<file path="config.mk">
export PLATFORM = sky130hd
export DESIGN_NAME = operand_skew_feeder
export DESIGN_NICKNAME = d
export VERILOG_FILES = /design/src/rtl/sys_array_pkg.sv /design/src/rtl/skew_delay_line.sv /design/src/rtl/operand_skew_feeder.sv
export SDC_FILE = /design/constraint.sdc
export NUM_CORES = 1
export LEC_CHECK = 0
export CAP_MARGIN = 20
export CELL_PAD_IN_SITES_DETAIL_PLACEMENT = 0
export CELL_PAD_IN_SITES_GLOBAL_PLACEMENT = 1
export CORE_MARGIN = 2
export CORE_UTILIZATION = 45
export DETAILED_ROUTE_END_ITERATION = 7
export PLACE_DENSITY_LB_ADDON = 0.1
export SETUP_SLACK_MARGIN = 0.1
export SKIP_CTS_REPAIR_TIMING = 1
export SYNTH_ARGS = -nofsm -noshare
export SYNTH_HDL_FRONTEND = slang
export SYNTH_SLANG_ARGS = --single-unit
</file>
<file path="constraint.sdc">
create_clock -name clk -period 43.8 [get_ports clk]
set_input_delay 8.76 -clock clk [delete_from_list [all_inputs] [get_ports clk]]
set_output_delay 8.76 -clock clk [all_outputs]
set_load 0.05 [all_outputs]
</file>
<file path="src/rtl/sys_array_pkg.sv">
// Shared constants and the operand feeder state encoding for the systolic array front end.
package sys_array_pkg;

  localparam int unsigned DATA_W          = 32;
  localparam int unsigned PAIR_W          = 64;
  localparam int unsigned DEFAULT_ROWS    = 4;
  localparam int unsigned DEFAULT_K_DEPTH = 8;

  typedef enum logic [1:0] {
    IDLE   = 2'd0,
    GATHER = 2'd1,
    DRAIN  = 2'd2,
    DONE   = 2'd3
  } feeder_state_e;

endpackage

</file>
<file path="src/rtl/skew_delay_line.sv">
// Data+valid shift register with a common hold enable; DEPTH=0 degenerates to a wire.
module skew_delay_line #(
  parameter int unsigned DEPTH  = 1,
  parameter int unsigned DATA_W = 32
) (
  input  logic              clk,
  input  logic              reset,
  input  logic              en,
  input  logic [DATA_W-1:0] in_data,
  input  logic              in_valid,
  output logic [DATA_W-1:0] out_data,
  output logic              out_valid
);

  if (DEPTH == 0) begin : g_pass
    logic unused_ctrl;
    assign unused_ctrl = ^{clk, reset, en};
    assign out_data    = in_data;
    assign out_valid   = in_valid;
  end else begin : g_shift
    logic [DATA_W-1:0] data_q [DEPTH];
    logic [DEPTH-1:0]  valid_q;

    always_ff @(posedge clk or posedge reset) begin
      if (reset) begin
        for (int k = 0; k < DEPTH; k++) begin
          data_q[k] <= '0;
        end
        valid_q <= '0;
      end else if (en) begin
        data_q[0]  <= in_data;
        valid_q[0] <= in_valid;
        for (int k = 1; k < DEPTH; k++) begin
          data_q[k]  <= data_q[k-1];
          valid_q[k] <= valid_q[k-1];
        end
      end
    end

    assign out_data  = data_q[DEPTH-1];
    assign out_valid = valid_q[DEPTH-1];
  end

endmodule

</file>
<file path="src/rtl/operand_skew_feeder.sv">
// Gathers paired operand words into column vectors and feeds the PE array rows with a
// diagonal skew, framing K_DEPTH columns per tile followed by a drain of the skew chain.
module operand_skew_feeder #(
  parameter int unsigned DATA_W  = sys_array_pkg::DATA_W,
  parameter int unsigned ROWS    = sys_array_pkg::DEFAULT_ROWS,
  parameter int unsigned K_DEPTH = sys_array_pkg::DEFAULT_K_DEPTH
) (
  input  logic                              clk,
  input  logic                              reset,
  input  logic                              start,
  input  logic [sys_array_pkg::PAIR_W-1:0]  in_data,
  input  logic                              in_valid,
  output logic                              in_ready,
  input  logic                              array_stall,
  output logic [ROWS*DATA_W-1:0]            row_data,
  output logic [ROWS-1:0]                   row_valid,
  output logic                              busy,
  output logic                              tile_done
);

  import sys_array_pkg::PAIR_W;
  import sys_array_pkg::feeder_state_e;
  import sys_array_pkg::IDLE;
  import sys_array_pkg::GATHER;
  import sys_array_pkg::DRAIN;
  import sys_array_pkg::DONE;

  localparam int unsigned WORDS    = ROWS / 2;
  localparam int unsigned WIDX_W   = (WORDS > 1) ? $clog2(WORDS) : 1;
  localparam int unsigned COL_W    = (K_DEPTH > 1) ? $clog2(K_DEPTH) : 1;
  localparam int unsigned DRN_W    = $clog2(ROWS);
  localparam int unsigned GATHER_W = (ROWS > 2) ? (ROWS - 2) * DATA_W : DATA_W;

  localparam logic [WIDX_W-1:0] LAST_WORD = WIDX_W'(WORDS - 1);
  localparam logic [COL_W-1:0]  LAST_COL  = COL_W'(K_DEPTH - 1);
  localparam logic [DRN_W-1:0]  LAST_DRN  = DRN_W'(ROWS - 2);

  feeder_state_e         state_q, state_d;
  logic [WIDX_W-1:0]     word_idx_q, word_idx_d;
  logic [COL_W-1:0]      col_q, col_d;
  logic [DRN_W-1:0]      drn_q, drn_d;
  logic [GATHER_W-1:0]   gather_q, gather_d;

  logic                  advance;
  logic                  accept;
  logic                  launch;
  logic [DATA_W-1:0]     elem_hi;
  logic [DATA_W-1:0]     elem_lo;
  logic [ROWS*DATA_W-1:0] col_vec;
  logic [ROWS*DATA_W-1:0] lane_in_data;
  logic [ROWS*DATA_W-1:0] lane_out_data;
  logic [ROWS-1:0]        lane_out_valid;
  logic [ROWS*DATA_W-1:0] row_data_q;
  logic [ROWS-1:0]        row_valid_q;

  // A stalled array freezes every register in the block, so one enable gates them all.
  assign advance  = !array_stall;
  assign in_ready = (state_q == GATHER) && advance;
  assign accept   = in_valid && in_ready;
  assign launch   = accept && (word_idx_q == LAST_WORD);

  assign elem_hi = in_data[PAIR_W-1 -: DATA_W];
  assign elem_lo = in_data[DATA_W-1:0];

  // Last word of a column bypasses the gather register and joins the buffered elements.
  if (ROWS > 2) begin : g_col_gather
    assign col_vec = {elem_lo, elem_hi, gather_q};
  end else begin : g_col_direct
    assign col_vec = {elem_lo, elem_hi};
  end

  assign lane_in_data = launch ? col_vec : '0;

  always_comb begin
    state_d    = state_q;
    word_idx_d = word_idx_q;
    col_d      = col_q;
    drn_d      = drn_q;
    gather_d   = gather_q;

    unique case (state_q)
      IDLE: begin
        if (start) begin
          state_d = GATHER;
        end
      end
      GATHER: begin
        if (accept) begin
          if (launch) begin
            word_idx_d = '0;
            if (col_q == LAST_COL) begin
              col_d   = '0;
              state_d = DRAIN;
            end else begin
              col_d = col_q + 1'b1;
            end
          end else begin
            word_idx_d = word_idx_q + 1'b1;
          end
        end
      end
      DRAIN: begin
        if (drn_q == LAST_DRN) begin
          drn_d   = '0;
          state_d = DONE;
        end else begin
          drn_d = drn_q + 1'b1;
        end
      end
      DONE: begin
        state_d = IDLE;
      end
      default: begin
        state_d = IDLE;
      end
    endcase

    for (int j = 0; j + 1 < WORDS; j++) begin
      if (accept && !launch && (word_idx_q == WIDX_W'(j))) begin
        gather_d[(2 * j) * DATA_W +: DATA_W]     = elem_hi;
        gather_d[(2 * j + 1) * DATA_W +: DATA_W] = elem_lo;
      end
    end
  end

  always_ff @(posedge clk or posedge reset) begin
    if (reset) begin
      state_q    <= IDLE;
      word_idx_q <= '0;
      col_q      <= '0;
      drn_q      <= '0;
      gather_q   <= '0;
    end else if (advance) begin
      state_q    <= state_d;
      word_idx_q <= word_idx_d;
      col_q      <= col_d;
      drn_q      <= drn_d;
      gather_q   <= gather_d;
    end
  end

  // Row i sits behind i extra stages, producing the diagonal wavefront.
  for (genvar i = 0; i < ROWS; i++) begin : g_lane
    skew_delay_line #(
      .DEPTH  (i),
      .DATA_W (DATA_W)
    ) u_lane (
      .clk       (clk),
      .reset     (reset),
      .en        (advance),
      .in_data   (lane_in_data[i*DATA_W +: DATA_W]),
      .in_valid  (launch),
      .out_data  (lane_out_data[i*DATA_W +: DATA_W]),
      .out_valid (lane_out_valid[i])
    );
  end

  always_ff @(posedge clk or posedge reset) begin
    if (reset) begin
      row_data_q  <= '0;
      row_valid_q <= '0;
    end else if (advance) begin
      row_data_q  <= lane_out_data;
      row_valid_q <= lane_out_valid;
    end
  end

  assign row_data  = row_data_q;
  assign row_valid = row_valid_q;
  assign busy      = (state_q != IDLE);
  assign tile_done = (state_q == DONE);

endmodule
</file>
* Yosys cells after proc, flatten, opt, wreduce, memory -nomap -nowiden *
Cells that the tools add are included.

storage, ports and cells
  bits in registers = 402
  bits of input ports = 69
  output and inout port bits = 135
  logic and storage cells = 55

operators by class
  add/sub/neg operators = 3
  equal/unequal tests = 10
  mux-type cells = 10
  bitwise operators = 2
  reductions and logical operators = 14

operator list
  kind                                            number
  2-to-1 mux 128 bit                              1
  2-to-1 mux 2 bit                                6
  one-hot mux 2 bit (4 select lines)              1
  == test 2 bit (second input constant)           3
  != test 2 bit (second input constant)           3
  AND reduction 6 bit                             1
  logical AND 1 bit                               5
  != test 2 x 1 -> 1 bit (second input constant)  2
  AND reduction 2 bit                             2
  AND reduction 4 bit                             1
  adder 3 x 1 -> 3 bit (second input constant)    1
  == test 3 bit (second input constant)           1
  2-to-1 mux 3 bit                                1
  AND reduction 3 bit                             1
  adder 2 x 1 -> 2 bit (second input constant)    1
  == test 2 x 1 -> 1 bit (second input constant)  1
  zero test 1 bit                                 2
  zero test 2 bit                                 1
  NOT 1 bit                                       2
  nonzero test 2 bit                              1
  adder 1 bit (second input constant)             1
  2-to-1 mux 1 bit                                1

* Depth between registers and ports, before layout *
Gate-level depths: netlist of the first run.

  depth after elaboration = 8
  gate-level depth with buffers = 9

* Cells and area by module *
From an unflattened synthesis of the first run, not the netlist that was laid out.

unflattened totals
  cell total of the unflattened synthesis = 1117
  area total of the unflattened synthesis = 17060.1 um^2

by module, submodules not included
  module                               instances  cells each  area each (um^2)
  operand_skew_feeder                  1          599         8624.5
  skew_delay_line at g_lane[3].u_lane  1          242         3947.5
  skew_delay_line at g_lane[2].u_lane  1          172         2855.2
  skew_delay_line at g_lane[1].u_lane  1          71          1385.1
  skew_delay_line at g_lane[0].u_lane  1          33          247.7

* Worst setup path before layout of the first run *
Ideal clock, no wire load.

  kind = input-to-output
  from = input port array_stall
  to = output port in_ready
  data arrival time = 9.220 ns
  path slack = 25.820 ns
  cell stages on the path = 1
  buffers on the path = 0
  cell sequence = nor2b_2

between the ends
  longest elaborated chain between the ends = 2

RTL lines
  what               RTL line                   RTL
  from (decl)        operand_skew_feeder.sv:14  input logic array_stall,
  zero test 1 bit    operand_skew_feeder.sv:57  assign advance = !array_stall;
  logical AND 1 bit  operand_skew_feeder.sv:58  assign in_ready = (state_q == GATHER) && advance;
  to (decl)          operand_skew_feeder.sv:13  output logic in_ready,

Every way passes these cells.

* Worst setup path in the final report of the first run *
Ends and elaborated chain as after synthesis.

==> flow_metrics.env, run 1 <==
export IMPL_p_leak_uw=0.00867
export IMPL_initial_core_util=0.459
export IMPL_asyncSetResetFlopFracSynth=1.00
export IMPL_globalRouteOverflowTotal=0
export IMPL_timing_critical_path_to_type="output pin"
export IMPL_ioPinCount=204
export IMPL_clk_pin_slew_worst_paths_ps=60
export IMPL_numPortBuffers=203
export IMPL_postLayoutSetupSlackWorst_ps=24810
export IMPL_num_nets_final=1150
export IMPL_yosys_top_cells_area="dfrtp_1, mux2_2, a22o_1"
export IMPL_synth_warnings=0
export IMPL_path_cells="buf_8, nor2b_2, clkdlybuf4s50_1"
export IMPL_whs_ps=478
export IMPL_grt_setup_unrepaired="false"
export IMPL_final_cycle_utilization_of_the_critical_path=0.434
export IMPL_dp_hpwl_um=16300
export IMPL_gpl_final_weighted_congestion=0.710
export IMPL_postSynthCellCount=879
export IMPL_worstSetupPathType="primary input to output pin"
export IMPL_highest_signal_layer="met4"
export IMPL_final_setup_skew_ps=11.2
export IMPL_firstDrtPassIters=4
export IMPL_final_max_slew_violation_count=0
export IMPL_syn_area_um2=14500
export IMPL_vias_in_the_first_global_route=8297
export IMPL_setup_viol=0
export IMPL_synth_distinct_cells=25
export IMPL_crit_fanout=121
export IMPL_die_x_um=184
export IMPL_dpl_instance_area_um2=16800
export IMPL_clock_sink_count=396
export IMPL_endpoints_failing_hold=0
export IMPL_slowest_stage="clkdlybuf4s50_1"
export IMPL_synth_top_area_cell="dfrtp_1"
export IMPL_area_growth_synth_to_final_pct=24.8
export IMPL_die_y_um=184
export IMPL_cap_viol_max_count=0
export IMPL_layout_cell_area_non_filler_um2=18200
export IMPL_ys_top_cells_by_count="dfrtp_1, mux2_2, a22o_1"
export IMPL_fillerInstances=2572
export IMPL_ys_dominant_reg_cell="dfrtp_1"
export IMPL_worst_slew_pin_transition_ps=982
export IMPL_gr_usage_all_layers=0.166
export IMPL_synth_most_common_cell="dfrtp_1"
export IMPL_grt_antenna_before_repair=1
export IMPL_min_delay_path_class="flip-flop to flip-flop"
export IMPL_final_layout_size_suffix_gt1_frac=0.285
export IMPL_wl_um=27100
export IMPL_crit_path_launch_type="primary input"
export IMPL_dpl_worst_slack_ps=24770
export IMPL_cts_root_to_sink_buffers=3
export IMPL_run_status="finished, final reports clean"
export IMPL_core_um2=31700
export IMPL_antenna_violating_nets_post_route=0
export IMPL_worst_ep_arrival_time_ps=10230
export IMPL_vdd_ir_drop_max_v=0.0000341
export IMPL_ys_seq_area_frac=0.681
export IMPL_cp_required_ps=35040
export IMPL_route_layer_met1_wl_um=12300
export IMPL_cts_root_buf="clkbuf_16"
export IMPL_post_route_min_period_ps=18990
export IMPL_initialDrtViolationCount=414
export IMPL_syn_area_per_cell_um2=16.6
export IMPL_detail_route_drc_violations=0
export IMPL_cts_htree_levels=2
export IMPL_grt_first_pass_wirelength_um=44700
export IMPL_clk_latency_ps=520
export IMPL_postSynthNetCount=954
export IMPL_cts_inserted_buffers=42
export IMPL_dr_vias_cell=5.21
export IMPL_clock_tree_from_tritoncts="done"
export IMPL_fmaxAchievable_ghz=0.0527
export IMPL_wl_per_cell_um=18.0
export IMPL_reg2regPathDepth=7
export IMPL_route_vias_total=7827
export IMPL_critical_path_max_stage_delay_ps=740
export IMPL_yosys_register_bits=396
export IMPL_wl_met3_um=2160
export IMPL_routed_wl_met2_um=12200
export IMPL_cellPowerDensity_nw_per_um2=55.3
export IMPL_number_of_flops_mapped_to_enable_cells_by_yosys=0
export IMPL_slew_headroom=0.345
export IMPL_yosysTopAreaCellShare=0.681
export IMPL_grt_max_degree=122
export IMPL_rows=65
export IMPL_die_area_um2=33800
export IMPL_hold_depth=1
export IMPL_tns_ps=0
==> state kept, by name, summed over array words and instances, names as in the netlist <==
signal,cells
g_lane.u_lane.out_data,96
row_data,128
row_valid,4
state_q,2
gather_q,64
word_idx_q,1
g_lane.u_lane.g_shift.data_q,96
col_q,3
drn_q,2
==> per-stage QoR <==
stage	utilization	power, µW	std cells
2_1_floorplan	-	613	879
3_3_place_gp	0.531	672	1433
3_5_place_dp	0.531	677	1433
4_1_cts	0.572	1020	1500
5_1_grt	0.572	1060	1500
6_report	0.572	1000	1501
==> worst max-delay path: cells and delay by family <==
family	cells	cell delay, ps
buffers and inverters	2	1340
and+or+nand+nor	1	120
==> power breakdown <==
part	internal (µW)	switching, µW	leakage, µW
clock	204	132	0.000649
sequential	434	35.2	0.00535
combinational	88.9	110	0.00266
==> per-layer routing <==
metal	global-route usage	vias to the layer above
li1	-	3592
met1	0.230	4021
met2	0.249	169
met3	0.0596	45
met4	0.0416	0
met5	0	-
==> worst paths after layout <==
path                            slack (ps)                startpoint                                         endpoint
worst max-delay path                 24810               array_stall                                         in_ready
worst min-delay path                   480  gather_q[55]$_DFFE_PP0P_        g_lane[1].u_lane.out_data[23]$_DFFE_PP0N_
worst max register to register       40910    state_q[1]$_DFFE_PP0P_                         gather_q[59]$_DFFE_PP0P_
worst min register to register         480  gather_q[55]$_DFFE_PP0P_        g_lane[1].u_lane.out_data[23]$_DFFE_PP0N_
max in group asynchronous            31910                     reset  g_lane[3].u_lane.g_shift.data_q[40]$_DFFE_PP0N_
min in group asynchronous             8760                     reset                        row_data[124]$_DFFE_PP0N_
==> area by class of cell <==
class	count	area, µm²	area share
sequential	396	9910	0.546
multi-input combinational	416	4280	0.236
timing repair buffer	212	2100	0.116
clock buffer	64	1270	0.0702
tap	402	503	0.0277
clock inverter	3	43.8	0.00241
inverter	7	33.8	0.00186
antenna	1	2.50	0.000138
==> logic make-up (layout without fill, tap and decap cells) <==
logic type,Yosys count,after routing,share of synthesized area
flops,396,396,0.681
other cells,0,1,0
buf+inv,67,286,0.0249
xor+xnor,1,1,0.000602
simple gates,12,12,0.00473
compound gates,133,133,0.0792
fa+ha+maj,6,6,0.00516
mux,264,264,0.204
==> cell usage in the layout (no fill, tap or decap) <==
cell type,Yosys,final
clkbuf_16,0,43
diode_2,0,1
ha_1,6,6
a21o_1,1,1
o21ai_0,2,2
clkbuf_8,0,12
a22o_1,128,128
buf_8,0,1
nor2_1,3,3
nand2_1,2,2
o2111ai_1,1,1
clkbuf_1,10,9
mux2_1,22,22
nand3_1,2,2
inv_6,0,1
clkinv_2,0,1
inv_8,0,1
o21ai_1,1,1
nor2b_1,1,1
inv_1,7,6
buf_4,17,9
and3_4,0,1
xnor2_1,1,1
nor2_4,1,1
mux2i_1,1,1
nand3b_1,1,1
dfrtp_1,396,396
clkdlybuf4s50_1,0,202
nor2b_2,1,1
mux2_2,241,241
bufinv_16,0,1
Power figures use the tool's default switching activity.
==> run 2: changes to the inputs <==
clock period = 17.71 ns   (was 43.8 ns; I/O delays follow)
==> run 2 against run 1 <==
Clock skew increased by 2.1 ps. Cell area increased by 1.1%. Flip-flop and latch count unchanged. Wire length decreased by 1.0%. Via count decreased by 0.34%. Clock power increased to 2.7 times the previous value. Critical endpoint unchanged. Utilization increased by 0.64 points. Sequential power increased by 150%. Combinational power increased by 150%. Worst hold slack got worse by 1.9 ps.
==> flow_metrics.env, run 2 (synthesis results as in run 1) <==
export IMPL_critical_path_max_stage_delay_ps=730
export IMPL_grt_first_pass_wirelength_um=43800
export IMPL_crit_reg2reg_launch="state_q[1]$_DFFE_PP0P_"
export IMPL_reg2regPathDepth=7
export IMPL_cellPowerDensity_nw_per_um2=139
export IMPL_regToRegEndpoint="gather_q[26]$_DFFE_PP0P_"
export IMPL_layout_cell_area_non_filler_um2=18400
export IMPL_cts_root_buf="clkbuf_16"
export IMPL_final_layout_size_suffix_gt1_frac=0.294
export IMPL_crit_fanout=93
export IMPL_post_route_min_period_ps=8390
export IMPL_vdd_ir_drop_max_v=0.0000876
export IMPL_ioPinCount=204
export IMPL_wl_um=26800
export IMPL_firstDrtPassIters=4
export IMPL_run_status="finished, final reports clean"
export IMPL_path_cells="buf_8, nor2b_2, clkdlybuf4s50_1"
export IMPL_final_max_slew_violation_count=0
export IMPL_route_vias_total=7800
export IMPL_num_nets_final=1152
export IMPL_p_total_uw=2560
export IMPL_p_leak_uw=0.00877
export IMPL_r2r_setup_slack_ps=14820
export IMPL_grt_antenna_before_repair=2
export IMPL_cts_htree_levels=2
export IMPL_clk_latency_ps=520
export IMPL_initial_core_util=0.459
export IMPL_crit_end="in_ready"
export IMPL_cts_root_to_sink_buffers=3
export IMPL_worst_ep_arrival_time_ps=4850
export IMPL_cp_startpoint="array_stall"
export IMPL_min_delay_path_class="flip-flop to flip-flop"
export IMPL_dp_hpwl_um=16000
export IMPL_most_common_layout_cells="dfrtp_1, mux2_2, clkdlybuf4s50_1"
export IMPL_core_um2=31700
export IMPL_gpl_final_weighted_congestion=0.690
export IMPL_rows=65
export IMPL_die_y_um=184
export IMPL_tns_ps=0
export IMPL_crit_path_launch_type="primary input"
export IMPL_endpoints_failing_hold=0
export IMPL_cap_viol_max_count=0
export IMPL_fmaxAchievable_ghz=0.119
export IMPL_final_cycle_utilization_of_the_critical_path=0.474
export IMPL_place_inst=1433
export IMPL_area_growth_synth_to_final_pct=26.2
export IMPL_slew_headroom=0.354
export IMPL_setup_viol=0
export IMPL_final_common_cell="dfrtp_1"
export IMPL_clock_tree_from_tritoncts="done"
export IMPL_initialDrtViolationCount=359
export IMPL_path_buf_inv=2
export IMPL_vias_in_the_first_global_route=8078
export IMPL_clk_pin_slew_worst_paths_ps=60
export IMPL_grt_setup_unrepaired="false"
export IMPL_worst_slew_pin_transition_ps=969
export IMPL_whs_ps=477
export IMPL_dr_vias_cell=5.16
export IMPL_levels_on_crit_path=3
export IMPL_cts_inserted_buffers=42
export IMPL_cp_required_ps=14170
export IMPL_wl_per_cell_um=17.7
export IMPL_timing_critical_path_to_type="output pin"
export IMPL_dpl_instance_area_um2=16800
export IMPL_final_setup_skew_ps=13.3
export IMPL_slowest_stage="clkdlybuf4s50_1"
export IMPL_worstSetupPathType="primary input to output pin"
export IMPL_grt_max_degree=94
export IMPL_globalRouteOverflowTotal=0
export IMPL_gr_usage_all_layers=0.162
export IMPL_numPortBuffers=203
export IMPL_die_x_um=184
export IMPL_largest_register_ffs=128
export IMPL_die_area_um2=33800
export IMPL_fin_cells=1513
export IMPL_critical_path_top_delay_family="buffers and inverters"
export IMPL_detail_route_drc_violations=0
export IMPL_antenna_violating_nets_post_route=0
export IMPL_clock_sink_count=396
run 2: changes by cell type in the layout (fill, tap and decap cells not counted):
cell	change
clkinv_2	+8
bufinv_16	+3
buf_16	+2
clkbuf_16	+2
clkbuf_8	-2
clkbuf_1	-1
clkinvlp_4	+1
inv_6	-1
run 2: where the power goes:
part / switching (µW) / internal [µW]
clock: 346 / 563
combinational: 269 / 221
sequential: 87.5 / 1070
total: 702 / 1860
run 2: metal layers:
| layer | global-route usage | share of wire |
|---|---|---|
| met5 | 0 | 0.00045 |
| met4 | 0.0426 | 0.018 |
| met3 | 0.0569 | 0.077 |
| met2 | 0.238 | 0.44 |
| met1 | 0.229 | 0.46 |
run 2: area by class of cell:
class / count / area [µm²]
sequential: 396 / 9910
multi-input combinational: 416 / 4280
fill: 2545 / 13400
inverter: 7 / 33.8
clock inverter: 14 / 173
timing repair buffer: 214 / 2160
antenna: 1 / 2.50
clock buffer: 63 / 1290
tap: 402 / 503
run 2: worst min path at each step:
stage / cells past startpoint / start / endpoint
after floorplan: 1 / gather_q[42]$_DFFE_PP0P_ / g_lane[1].u_lane.out_data[10]$_DFFE_PP0N_
after global placement: 1 / gather_q[53]$_DFFE_PP0P_ / g_lane[1].u_lane.out_data[21]$_DFFE_PP0N_
after detailed placement: 1 / gather_q[58]$_DFFE_PP0P_ / g_lane[1].u_lane.out_data[26]$_DFFE_PP0N_
after CTS: 1 / gather_q[58]$_DFFE_PP0P_ / g_lane[1].u_lane.out_data[26]$_DFFE_PP0N_
after global routing: 1 / gather_q[58]$_DFFE_PP0P_ / g_lane[1].u_lane.out_data[26]$_DFFE_PP0N_
final: 1 / gather_q[58]$_DFFE_PP0P_ / g_lane[1].u_lane.out_data[26]$_DFFE_PP0N_
run 2: worst register-to-register path, delay by kind of cell, from the launching register on:
family	cells	cell delay [ps]
buffers and inverters	2	790
adders and majority gates	1	160
DFF	1	400
muxes	1	430
and+or+nand+nor	3	980
run 2: metrics by stage:
stage                     setup WS [ps]  utilization
after floorplan                    3160            -
after global placement             9280        0.531
after detailed placement           9290        0.531
after CTS                          9280        0.577
after global routing               9250        0.579
final                              9320        0.579
